### config.mk
export PLATFORM = sky130hd
export DESIGN_NAME = ascii_seq_feeder
export DESIGN_NICKNAME = d
export VERILOG_FILES = /design/src/rtl/ascii_feeder_pkg.sv /design/src/rtl/feeder_str_ram.sv /design/src/rtl/ascii_seq_feeder.sv
export SDC_FILE = /design/constraint.sdc
export NUM_CORES = 1
export LEC_CHECK = 0
export BUFFER_PORTS_ARGS = -buffer_cell sky130_fd_sc_hd__buf_2
export CORE_UTILIZATION = 44
export DETAILED_ROUTE_END_ITERATION = 12
export GPL_TIMING_DRIVEN = 0
export HOLD_SLACK_MARGIN = 0.12
export PLACE_DENSITY = 0.71
export REMOVE_ABC_BUFFERS = 1
export SYNTH_ARGS = -nofsm -noshare
export SYNTH_HDL_FRONTEND = slang
export SYNTH_SLANG_ARGS = --single-unit
### constraint.sdc
create_clock -name clk -period 3.8 [get_ports clk]
set_input_delay 0.19 -clock clk [delete_from_list [all_inputs] [get_ports clk]]
set_output_delay 0.19 -clock clk [all_outputs]
set_load 0.03 [all_outputs]
### src/rtl/ascii_feeder_pkg.sv
// ascii_feeder_pkg: FSM state encoding and framing constant shared by the feeder block.
package ascii_feeder_pkg;
  typedef enum logic [2:0] {IDLE, EMIT, GAP, WAIT, REPORT} state_t;
  localparam logic [7:0] ASCII_NUL = 8'h00;
endpackage

### src/rtl/feeder_str_ram.sv
// feeder_str_ram: string buffer, synchronous write, asynchronous read.
module feeder_str_ram #(
  parameter int DEPTH = 32,
  parameter int AW = 5
) (
  input  logic          clk,
  input  logic          i_we,
  input  logic [AW-1:0] i_waddr,
  input  logic [7:0]    i_wdata,
  input  logic [AW-1:0] i_raddr,
  output logic [7:0]    o_rdata
);
  logic [7:0] r_mem [DEPTH];
  always_ff @(posedge clk)
    if (i_we) r_mem[i_waddr] <= i_wdata;
  assign o_rdata = r_mem[i_raddr];
endmodule

### src/rtl/ascii_seq_feeder.sv
// ascii_seq_feeder: plays a NUL-framed string into the verifier and collects its verdict with a timeout.
// ASCII_FEEDER_LOOP_EN: auto-restart after each report and add the saturating fail_cnt output.
module ascii_seq_feeder
  import ascii_feeder_pkg::*;
#(
  parameter int MAX_LEN = 32,
  parameter int GAP = 4,
  parameter int TIMEOUT = 4096
) (
  input  logic                       clk,
  input  logic                       rst,
  input  logic                       start,
  input  logic                       wr_en,
  input  logic [$clog2(MAX_LEN)-1:0] wr_addr,
  input  logic [7:0]                 wr_data,
  input  logic [$clog2(MAX_LEN):0]   str_len,
  output logic [7:0]                 ascii_char,
  output logic                       char_valid,
  input  logic                       sequence_valid,
  input  logic                       output_strobe,
  output logic                       busy,
  output logic                       done,
  output logic                       pass,
`ifdef ASCII_FEEDER_LOOP_EN
  output logic                       timeout,
  output logic [15:0]                fail_cnt
`else
  output logic                       timeout
`endif
);
  localparam int AW = $clog2(MAX_LEN);
  localparam int LW = AW + 1;
  localparam int GW = (GAP > 0) ? $clog2(GAP + 1) : 1;
  localparam int TW = $clog2(TIMEOUT + 1);
`ifdef ASCII_FEEDER_LOOP_EN
  localparam bit LOOP = 1'b1;
`else
  localparam bit LOOP = 1'b0;
`endif
  state_t r_state, w_next, w_post;
  logic [LW-1:0] r_len, r_pos, w_nxt_pos;
  logic [GW-1:0] r_gcnt;
  logic [TW-1:0] r_tcnt;
  logic [7:0] r_char, w_rdata, w_byte;
  logic r_seen, r_pass, r_timeout;
  logic w_busy, w_hit, w_seen, w_last, w_gap_end, w_tmo, w_run, w_adv;
  feeder_str_ram #(.DEPTH(MAX_LEN), .AW(AW)) u_ram (
    .clk    (clk),
    .i_we   (wr_en && !w_busy),
    .i_waddr(wr_addr),
    .i_wdata(wr_data),
    .i_raddr(r_pos[AW-1:0]),
    .o_rdata(w_rdata)
  );
  assign w_busy = (r_state == EMIT) || (r_state == ascii_feeder_pkg::GAP) || (r_state == WAIT);
  assign w_hit = w_busy && output_strobe && !r_seen;
  assign w_seen = r_seen || w_hit;
  // r_pos is the frame position on the wire: 0 = leading NUL, len+1 = trailing NUL
  assign w_last = (r_pos == r_len + 1'b1);
  assign w_nxt_pos = r_pos + 1'b1;
  assign w_byte = (w_nxt_pos == r_len + 1'b1) ? ASCII_NUL : w_rdata;
  assign w_gap_end = (r_gcnt == GW'(GAP - 1));
  assign w_tmo = (r_state == WAIT) && (r_tcnt == TW'(TIMEOUT - 1));
  always_comb begin
    w_post = w_last ? (w_seen ? REPORT : WAIT) : EMIT;
    w_next = r_state;
    case (r_state)
      IDLE:                  w_next = start ? EMIT : IDLE;
      EMIT:                  w_next = (GAP > 0) ? ascii_feeder_pkg::GAP : w_post;
      ascii_feeder_pkg::GAP: w_next = w_gap_end ? w_post : ascii_feeder_pkg::GAP;
      WAIT:                  w_next = (output_strobe || w_tmo) ? REPORT : WAIT;
      REPORT:                w_next = LOOP ? EMIT : IDLE;
      default:               w_next = IDLE;
    endcase
  end
  assign w_run = (w_next == EMIT) && ((r_state == IDLE) || (r_state == REPORT));
  assign w_adv = (w_next == EMIT) && !w_run;
  always_ff @(posedge clk)
    if (rst) r_state <= IDLE;
    else     r_state <= w_next;
  always_ff @(posedge clk)
    if (rst) begin
      r_len     <= '0;
      r_pos     <= '0;
      r_char    <= ASCII_NUL;
      r_gcnt    <= '0;
      r_tcnt    <= '0;
      r_seen    <= 1'b0;
      r_pass    <= 1'b0;
      r_timeout <= 1'b0;
    end else begin
      r_gcnt <= (r_state == ascii_feeder_pkg::GAP) ? r_gcnt + 1'b1 : '0;
      r_tcnt <= (r_state == WAIT) ? r_tcnt + 1'b1 : '0;
      if (w_run) begin
        if (r_state == IDLE) r_len <= (str_len > LW'(MAX_LEN)) ? LW'(MAX_LEN) : str_len;
        r_pos     <= '0;
        r_char    <= ASCII_NUL;
        r_seen    <= 1'b0;
        r_pass    <= 1'b0;
        r_timeout <= 1'b0;
      end else begin
        if (w_adv) begin
          r_pos  <= w_nxt_pos;
          r_char <= w_byte;
        end
        if (w_hit) begin
          r_seen <= 1'b1;
          r_pass <= sequence_valid;
        end else if (w_tmo) begin
          r_timeout <= 1'b1;
          r_pass    <= 1'b0;
        end
      end
    end
`ifdef ASCII_FEEDER_LOOP_EN
  logic [15:0] r_fail_cnt;
  always_ff @(posedge clk)
    if (rst) r_fail_cnt <= '0;
    else if ((r_state == REPORT) && !r_pass && (r_fail_cnt != 16'hFFFF)) r_fail_cnt <= r_fail_cnt + 16'd1;
  assign fail_cnt = r_fail_cnt;
`endif
  assign ascii_char = r_char;
  assign char_valid = (r_state == EMIT);
  assign busy = w_busy;
  assign done = (r_state == REPORT);
  assign pass = r_pass;
  assign timeout = r_timeout;
endmodule

== Word-level counts from Yosys, hierarchy flattened ==
Memory sizes are Yosys's and may differ from the RTL's. A register that Yosys moved wholly into a read port is not among the register bits.
Cells that the tools add are included.
W data, S select, Z words.

* Flip-flop bits (word level): 42
* Latch bits: 0
* Memory bits (writable): 256
* Bits in read-only memories: 0
* Input bits: 25
* Output and inout port bits: 13
* Logic and storage cells: 62
* Memories kept: 1

* Add/subtract/negate cells: 4
* Multipliers: 0
* Div/mod/pow operators: 0
* Magnitude comparators: 1
* Equal/unequal tests: 9
* Shift-type cells: 0
* Multiplexer cells: 14
* Bitwise operators: 3
* Reduce and logical (&&, ||, !) cells: 21

{| class="wikitable"
|+ Memories
! memory !! depth !! width !! rd ports !! clocked after Yosys merged registers in !! write ports !! RTL line !! RTL
|-
| u_ram.r_mem || 32 || 8 || 1 || 1 || 1 || feeder_str_ram.sv:13 || <nowiki>logic [7:0] r_mem [DEPTH];</nowiki>
|}

{| class="wikitable"
|+ Operator list
! operator !! count
|-
| $add A13 B1 Y13 const B || 1
|-
| $eq A13 B12 Y1 const B || 1
|-
| $add A6 B1 Y6 const B || 2
|-
| $eq A6 B6 Y1 || 2
|-
| $mux W3 || 4
|-
| $pmux W3 S4 || 1
|-
| $mux W5 || 2
|-
| $eq A3 B2 Y1 const B || 3
|-
| $mux W8 || 1
|-
| $eq A3 B1 Y1 const B || 2
|-
| $gt A6 B6 Y1 const B || 1
|-
| $logic_and A1 B1 Y1 || 6
|-
| $mux W6 || 1
|-
| $reduce_or A2 Y1 || 3
|-
| $logic_or A1 B1 Y1 || 5
|-
| $mux W1 || 5
|-
| $reduce_and A2 Y1 || 2
|-
| $add A3 B1 Y3 const B || 1
|-
| $eq A3 B3 Y1 const B || 1
|-
| $logic_not A1 Y1 || 3
|-
| $logic_not A3 Y1 || 1
|-
| $not A1 Y1 || 3
|-
| $reduce_bool A2 Y1 || 1
|}

== Depth between registers and ports, before layout ==
* Depth in word-level cells: 16
* Gate-level depth with buffers: 8
* Mapped depth without buffers: 7

== Cells and area by module ==
From an unflattened synthesis, not the netlist that was laid out.

* Cell total of the unflattened synthesis: 625
* Area total of the unflattened synthesis: 11,893.9 µm²

{| class="wikitable"
|+ Modules (own cells, without submodules)
! module !! instances !! cells an instance !! area each (µm²) !! seq. area each (µm²)
|-
| feeder_str_ram || 1 || 409 || 9,893.2 || 7,687.4
|-
| ascii_seq_feeder || 1 || 216 || 2,000.7 || 840.8
|}

== Least setup slack after synthesis ==
Ideal clock, no wire load.

* Path kind: reg-to-reg
* Start: register r_state[0]
* End: memory u_ram.r_mem[16][0], enable pin
* Library setup time: 370 ps
* Arrival: 1,899 ps
* Data required time: 3,430 ps
* Setup slack: 1,531 ps
* Stages on the path, launching flop included: 7
* Path buffers: 1
* Period minus slack after synthesis: 2,269 ps
* Cells stage by stage: dfxtp_1 -> clkbuf_1 -> nor2_1 -> nor2_1 -> nor3b_1 -> nand3b_1 -> nor2_1

* Cells in the longest elaborated chain, start to end: 7

{| class="wikitable"
|+ Ends and longest elaborated chain
! element !! RTL line !! RTL
|-
| start, declared || ascii_seq_feeder.sv:40 || <nowiki>state_t r_state, w_next, w_post;</nowiki>
|-
| start signal, assigned || ascii_seq_feeder.sv:80 || <nowiki>else r_state <= w_next;</nowiki>
|-
| $eq A3 B1 Y1 / $eq A3 B2 Y1 (equally long branches) || ascii_seq_feeder.sv:55 || <nowiki>assign w_busy = (r_state == EMIT) || (r_state == ascii_feeder_pkg::GAP) || (r_state == WAIT);</nowiki>
|-
| $logic_or A1 B1 Y1 || ascii_seq_feeder.sv:55 ||
|-
| $logic_or A1 B1 Y1 * || ascii_seq_feeder.sv:55 ||
|-
| named net busy || ascii_seq_feeder.sv:21 || <nowiki>output logic busy,</nowiki>
|-
| $logic_not A1 Y1 * || ascii_seq_feeder.sv:49 || <nowiki>.i_we (wr_en && !w_busy),</nowiki>
|-
| $logic_and A1 B1 Y1 * || ascii_seq_feeder.sv:49 ||
|-
| $mux W1 * || feeder_str_ram.sv:15 || <nowiki>if (i_we) r_mem[i_waddr] <= i_wdata;</nowiki>
|-
| $mux W1 (implied by the code) * || feeder_str_ram.sv:15 ||
|-
| end, declared || feeder_str_ram.sv:13 ||
|}

The timed path passes the listed nets; every way through them passes the cells marked *.

== Worst setup path after layout ==
* Start: register r_state[0]
* End: memory u_ram.r_mem[18][5], enable pin

* Cells in the longest elaborated chain, start to end: 7

{| class="wikitable"
|+ Ends and longest elaborated chain
! element !! RTL line
|-
| $eq A3 B1 Y1 / $eq A3 B2 Y1 (equally long branches) || ascii_seq_feeder.sv:55
|-
| $logic_or A1 B1 Y1 || ascii_seq_feeder.sv:55
|-
| $logic_or A1 B1 Y1 * || ascii_seq_feeder.sv:55
|-
| $logic_not A1 Y1 * || ascii_seq_feeder.sv:49
|-
| $logic_and A1 B1 Y1 * || ascii_seq_feeder.sv:49
|-
| $mux W1 * || feeder_str_ram.sv:15
|-
| $mux W1 (implied by the code) * || feeder_str_ram.sv:15
|}

Every way passes the cells marked *; elsewhere a longest branch is shown, timed or not.

==> impl_metrics.csv <==
group,metric,value,unit
synth,dominantRegCellSynth,"sky130_fd_sc_hd__edfxtp_1",
synth,syn-cell-area,12200,µm²
synth,netlist.top_cell.by_area,"sky130_fd_sc_hd__edfxtp_1",
route,drc,0,
cts,clock_tree_from_tritoncts,"done",
timing,rsz0062_at_grt,"false",
cells_and_area,layout.cells.most_common,"sky130_fd_sc_hd__edfxtp_1",
floorplanning,dieHeight,168,µm
global_routing,grt_pass1_vias,6557,
synth,synth_sequential_area_ratio,70.8,%
critical_path,worst-endpoint-arrival,3.36,ns
global_routing,busiest_layer,"met2",
global_routing,grt_overflow,0,
timing,fmaxAchievable,0.314,GHz
critical_path,startpoint_of_the_worst_setup_timing_path,"r_state[0]$_SDFF_PP0_",
floorplanning,core_area,27000,µm²
critical_path,setup.worst_path.end_class,"register",
route,dr_total_vias,6724,
synth,number_of_synthesized_flops_with_an_enable_pin,256,
critical_path,reg2regPathDepth,5,
cells_and_area,stdcell_count,1161,
cts,ctsRootBufferMaster,"sky130_fd_sc_hd__clkbuf_16",
synth,synth.ff_latch_count,303,
cts,cts-buffers-inserted,30,
synth,synth_top_cell_area_share,63.1,%
cells_and_area,final_layout_size_suffix_gt1_share,22.1,%
route,first_iter_violations,663,
cells_and_area,final-seq-area,8640,µm²
critical_path,cpMostUsedCell,"sky130_fd_sc_hd__nor2_1",
placed_design,port_buffer_cells,37,
global_routing,met1_usage,25.7,%
route,final_ant_viol_nets,0,
cts,insertion_delay,0.55,ns
cells_and_area,syn_to_final_growth,13.0,%
route,routed_via_density,5.79,
critical_path,cp-start-kind,"register",
timing,tightestPinTransition,1.19,ns
power_and_ir_drop,finalPower,0.00671,W
timing,skew,0.0166,ns
synth,netlist_instances,750,
cts,clkSinkCount,303,
timing,timing.max_slew.rel_slack,20.3,%
flow_run,max_cap_viol_count,0,
global_routing,antenna_found_initial,0,
route,drt-total-wl,25800,µm
synth,post_synth_num_cell_types,54,
timing,timing.final.crit_share,83.7,%
cells_and_area,mostFrequentLayoutCells,"256 x sky130_fd_sc_hd__edfxtp_1, 74 x sky130_fd_sc_hd__nor2_1, 48 x sky130_fd_sc_hd__mux2_2",
synth,top_cells_by_area_synth,"sky130_fd_sc_hd__edfxtp_1 63%, sky130_fd_sc_hd__dfxtp_1 7.7%, sky130_fd_sc_hd__mux4_2 6.7%",
cts,htree_levels,1,
timing,fin_crit,3.18,ns
cts,postCtsSetupRepairBufs,0,
critical_path,r2r_slack,0.62,ns
critical_path,crit_path_cell_trace,"nor2_1, nor2_1, nor3b_1, nand3b_1, nor2_1",
timing,max_transition_viols_final,0,
critical_path,worstReg2RegEnd,"u_ram.r_mem[18][5]$_DFFE_PP_",
global_routing,use_met3,2.99,%
floorplanning,boundaryPins,38,
cells_and_area,num-nets-final,826,
timing,postLayoutSetupSlackWorst,0.620,ns
critical_path,critPathCapture,"u_ram.r_mem[18][5]$_DFFE_PP_",
power_and_ir_drop,power_density_normalized_to_cell_area,487,nW/µm²
critical_path,critPathSlowestCell,"sky130_fd_sc_hd__nor3b_1",
synth,synthesis.yosys.warnings,0,
critical_path,timing.rr.start,"r_state[0]$_SDFF_PP0_",
power_and_ir_drop,ir_drop,0.000318,V
global_routing,grt_start_max_net_pins,51,
critical_path,cp_slowest_stage_delay,0.84,ns
route,detailedRoute.firstPassIterationCount,7,
global_routing,wire_length_of_the_first_global_routing_pass,38800,µm
cells_and_area,antennaDiodeCount,0,
placed_design,detailedPlacementHpwl,16100,µm
synth,syn_avg_cell_area,16.2,µm²
placed_design,dp_cells,1094,
critical_path,cp_max_fo,9,
synth,postSynth.asyncResetShare,0,%
global_routing,grt_util_all_layers,18.3,%
floorplanning,placement_rows,60,
placed_design,post-place-ws,0.589,ns
floorplanning,floorplan.initialDensity,45.1,%
power_and_ir_drop,power.static_leakage,4.30,nW
critical_path,setup.worst_path.class,"reg -> reg",
cts,clk_pin_slew_worst_paths,0.06,ns
cells_and_area,multi_input_gate_area_in_the_final_layout,3400,µm²
floorplanning,die_area,28400,µm²
global_routing,groute.layer.met2.usage,29.4,%
min_path,worstHoldPathType,"in -> reg",
timing,finalSetupViolCount,0,
status,status,"completed",
cts,post_cts_resized,0,
cells_and_area,fillerInstances,2210,
route,avgRoutedWirePerCell,22.2,µm
cts,clock_tree.buffer_depth,3,
placed_design,routabilityCongestion,0.838,
floorplanning,die_x,168,µm
timing,final_hold_viol_count,0,
min_path,whs_path_depth,1,
critical_path,worst-endpoint-required,3.98,ns
[repair_timing]
action / in CTS / in global routing
hold endpoints to repair: 12 / 0
hold buffers: 11 / 0
endpoints found under the setup margin: 0 / 0
[registers in the layout, summed over array words and instances (netlist names), named ones only]
signal       cells
r_pos            6
r_len            6
u_ram.r_mem    256
r_seen           1
r_tcnt          13
r_gcnt           3
ascii_char       8
pass             1
timeout          1
r_state          3
[kinds of logic (layout without fill, tap and decap cells)]
| family | Yosys count | count (layout) | share of synthesized area [%] |
|---|---|---|---|
| simple gates | 180 | 180 | 7.38 |
| xor+xnor | 23 | 23 | 1.65 |
| mux | 99 | 99 | 12.3 |
| buf+inv | 39 | 109 | 1.29 |
| flops | 303 | 303 | 70.8 |
| compound gates | 101 | 101 | 6.00 |
| fa+ha+maj | 5 | 5 | 0.514 |
[layer usage]
metal  up-vias  wire, µm
met5         -         0
li1       3050         -
met1      3382     11300
met2       240     12200
met4         0       720
met3        52      1580
[cell usage after synthesis, types with 4 or more instances]
library cell and count:
sky130_fd_sc_hd__or3_1 6, sky130_fd_sc_hd__mux2_2 48, sky130_fd_sc_hd__dfxtp_1 47, sky130_fd_sc_hd__xor2_1 11, sky130_fd_sc_hd__edfxtp_1 256, sky130_fd_sc_hd__nand4_1 4
sky130_fd_sc_hd__nand3b_1 9, sky130_fd_sc_hd__nor3b_1 7, sky130_fd_sc_hd__mux2i_1 15, sky130_fd_sc_hd__or2_2 5, sky130_fd_sc_hd__o2bb2ai_1 7, sky130_fd_sc_hd__buf_1 5
sky130_fd_sc_hd__mux4_2 36, sky130_fd_sc_hd__o22ai_1 28, sky130_fd_sc_hd__nand2b_1 12, sky130_fd_sc_hd__nand2_1 23, sky130_fd_sc_hd__inv_1 4, sky130_fd_sc_hd__xnor2_1 12
sky130_fd_sc_hd__o31ai_1 10, sky130_fd_sc_hd__nor2_1 74, sky130_fd_sc_hd__buf_2 6, sky130_fd_sc_hd__nand3_1 15, sky130_fd_sc_hd__nor2b_1 7, sky130_fd_sc_hd__a21oi_1 10
sky130_fd_sc_hd__o21ai_0 9, sky130_fd_sc_hd__nor3_1 5, sky130_fd_sc_hd__o221ai_1 11, sky130_fd_sc_hd__a211oi_1 5, sky130_fd_sc_hd__ha_1 5, sky130_fd_sc_hd__clkbuf_1 23
[critical path, delay by kind of cell (launching register included)]
| kind | cells | cell delay [ns] |
|---|---|---|
| DFF | 1 | 0.38 |
| and+or+nand+nor | 5 | 2.43 |
[where the power goes]
part | internal, W | total (W) | switching, W
registers | 0.00362 | 0.00363 | 0.0000109
clock network | 0.00169 | 0.00290 | 0.00120
logic | 0.0000490 | 0.000178 | 0.000129
total | 0.00536 | 0.00671 | 0.00134
[per-stage QoR]
step                hold WS (ns)  area (µm²)  TNS [ns]  utilization, %
CTS                        0.164       13800         0            50.9
global route               0.195       13800         0            50.9
floorplan                  0.261       12000         0               -
detailed placement         0.420       12700         0            46.9
global placement           0.410       12700     -3.59            46.8
finish                     0.171       13800         0            50.9
[layout make-up]
cell class	count	share of cell area, %
repair buffers	49	2.35
inverters	4	0.109
clock inverters	18	1.19
well taps	341	3.10
multi-input cells	408	24.7
flip-flops and latches	303	62.8
clock buffers	38	5.83
[worst min-delay path by stage]
stage | startpoint | to
after detailed placement | r_gcnt[0]$_SDFF_PP0_ | r_gcnt[0]$_SDFF_PP0_
after global routing | wr_data[6] | u_ram.r_mem[21][6]$_DFFE_PP_
after CTS | wr_data[6] | u_ram.r_mem[21][6]$_DFFE_PP_
after global placement | r_gcnt[0]$_SDFF_PP0_ | r_gcnt[0]$_SDFF_PP0_
after floorplan | rst | r_state[2]$_SDFF_PP0_
final | wr_data[6] | u_ram.r_mem[20][6]$_DFFE_PP_
No activity file was read; power rests on OpenSTA's default activity.
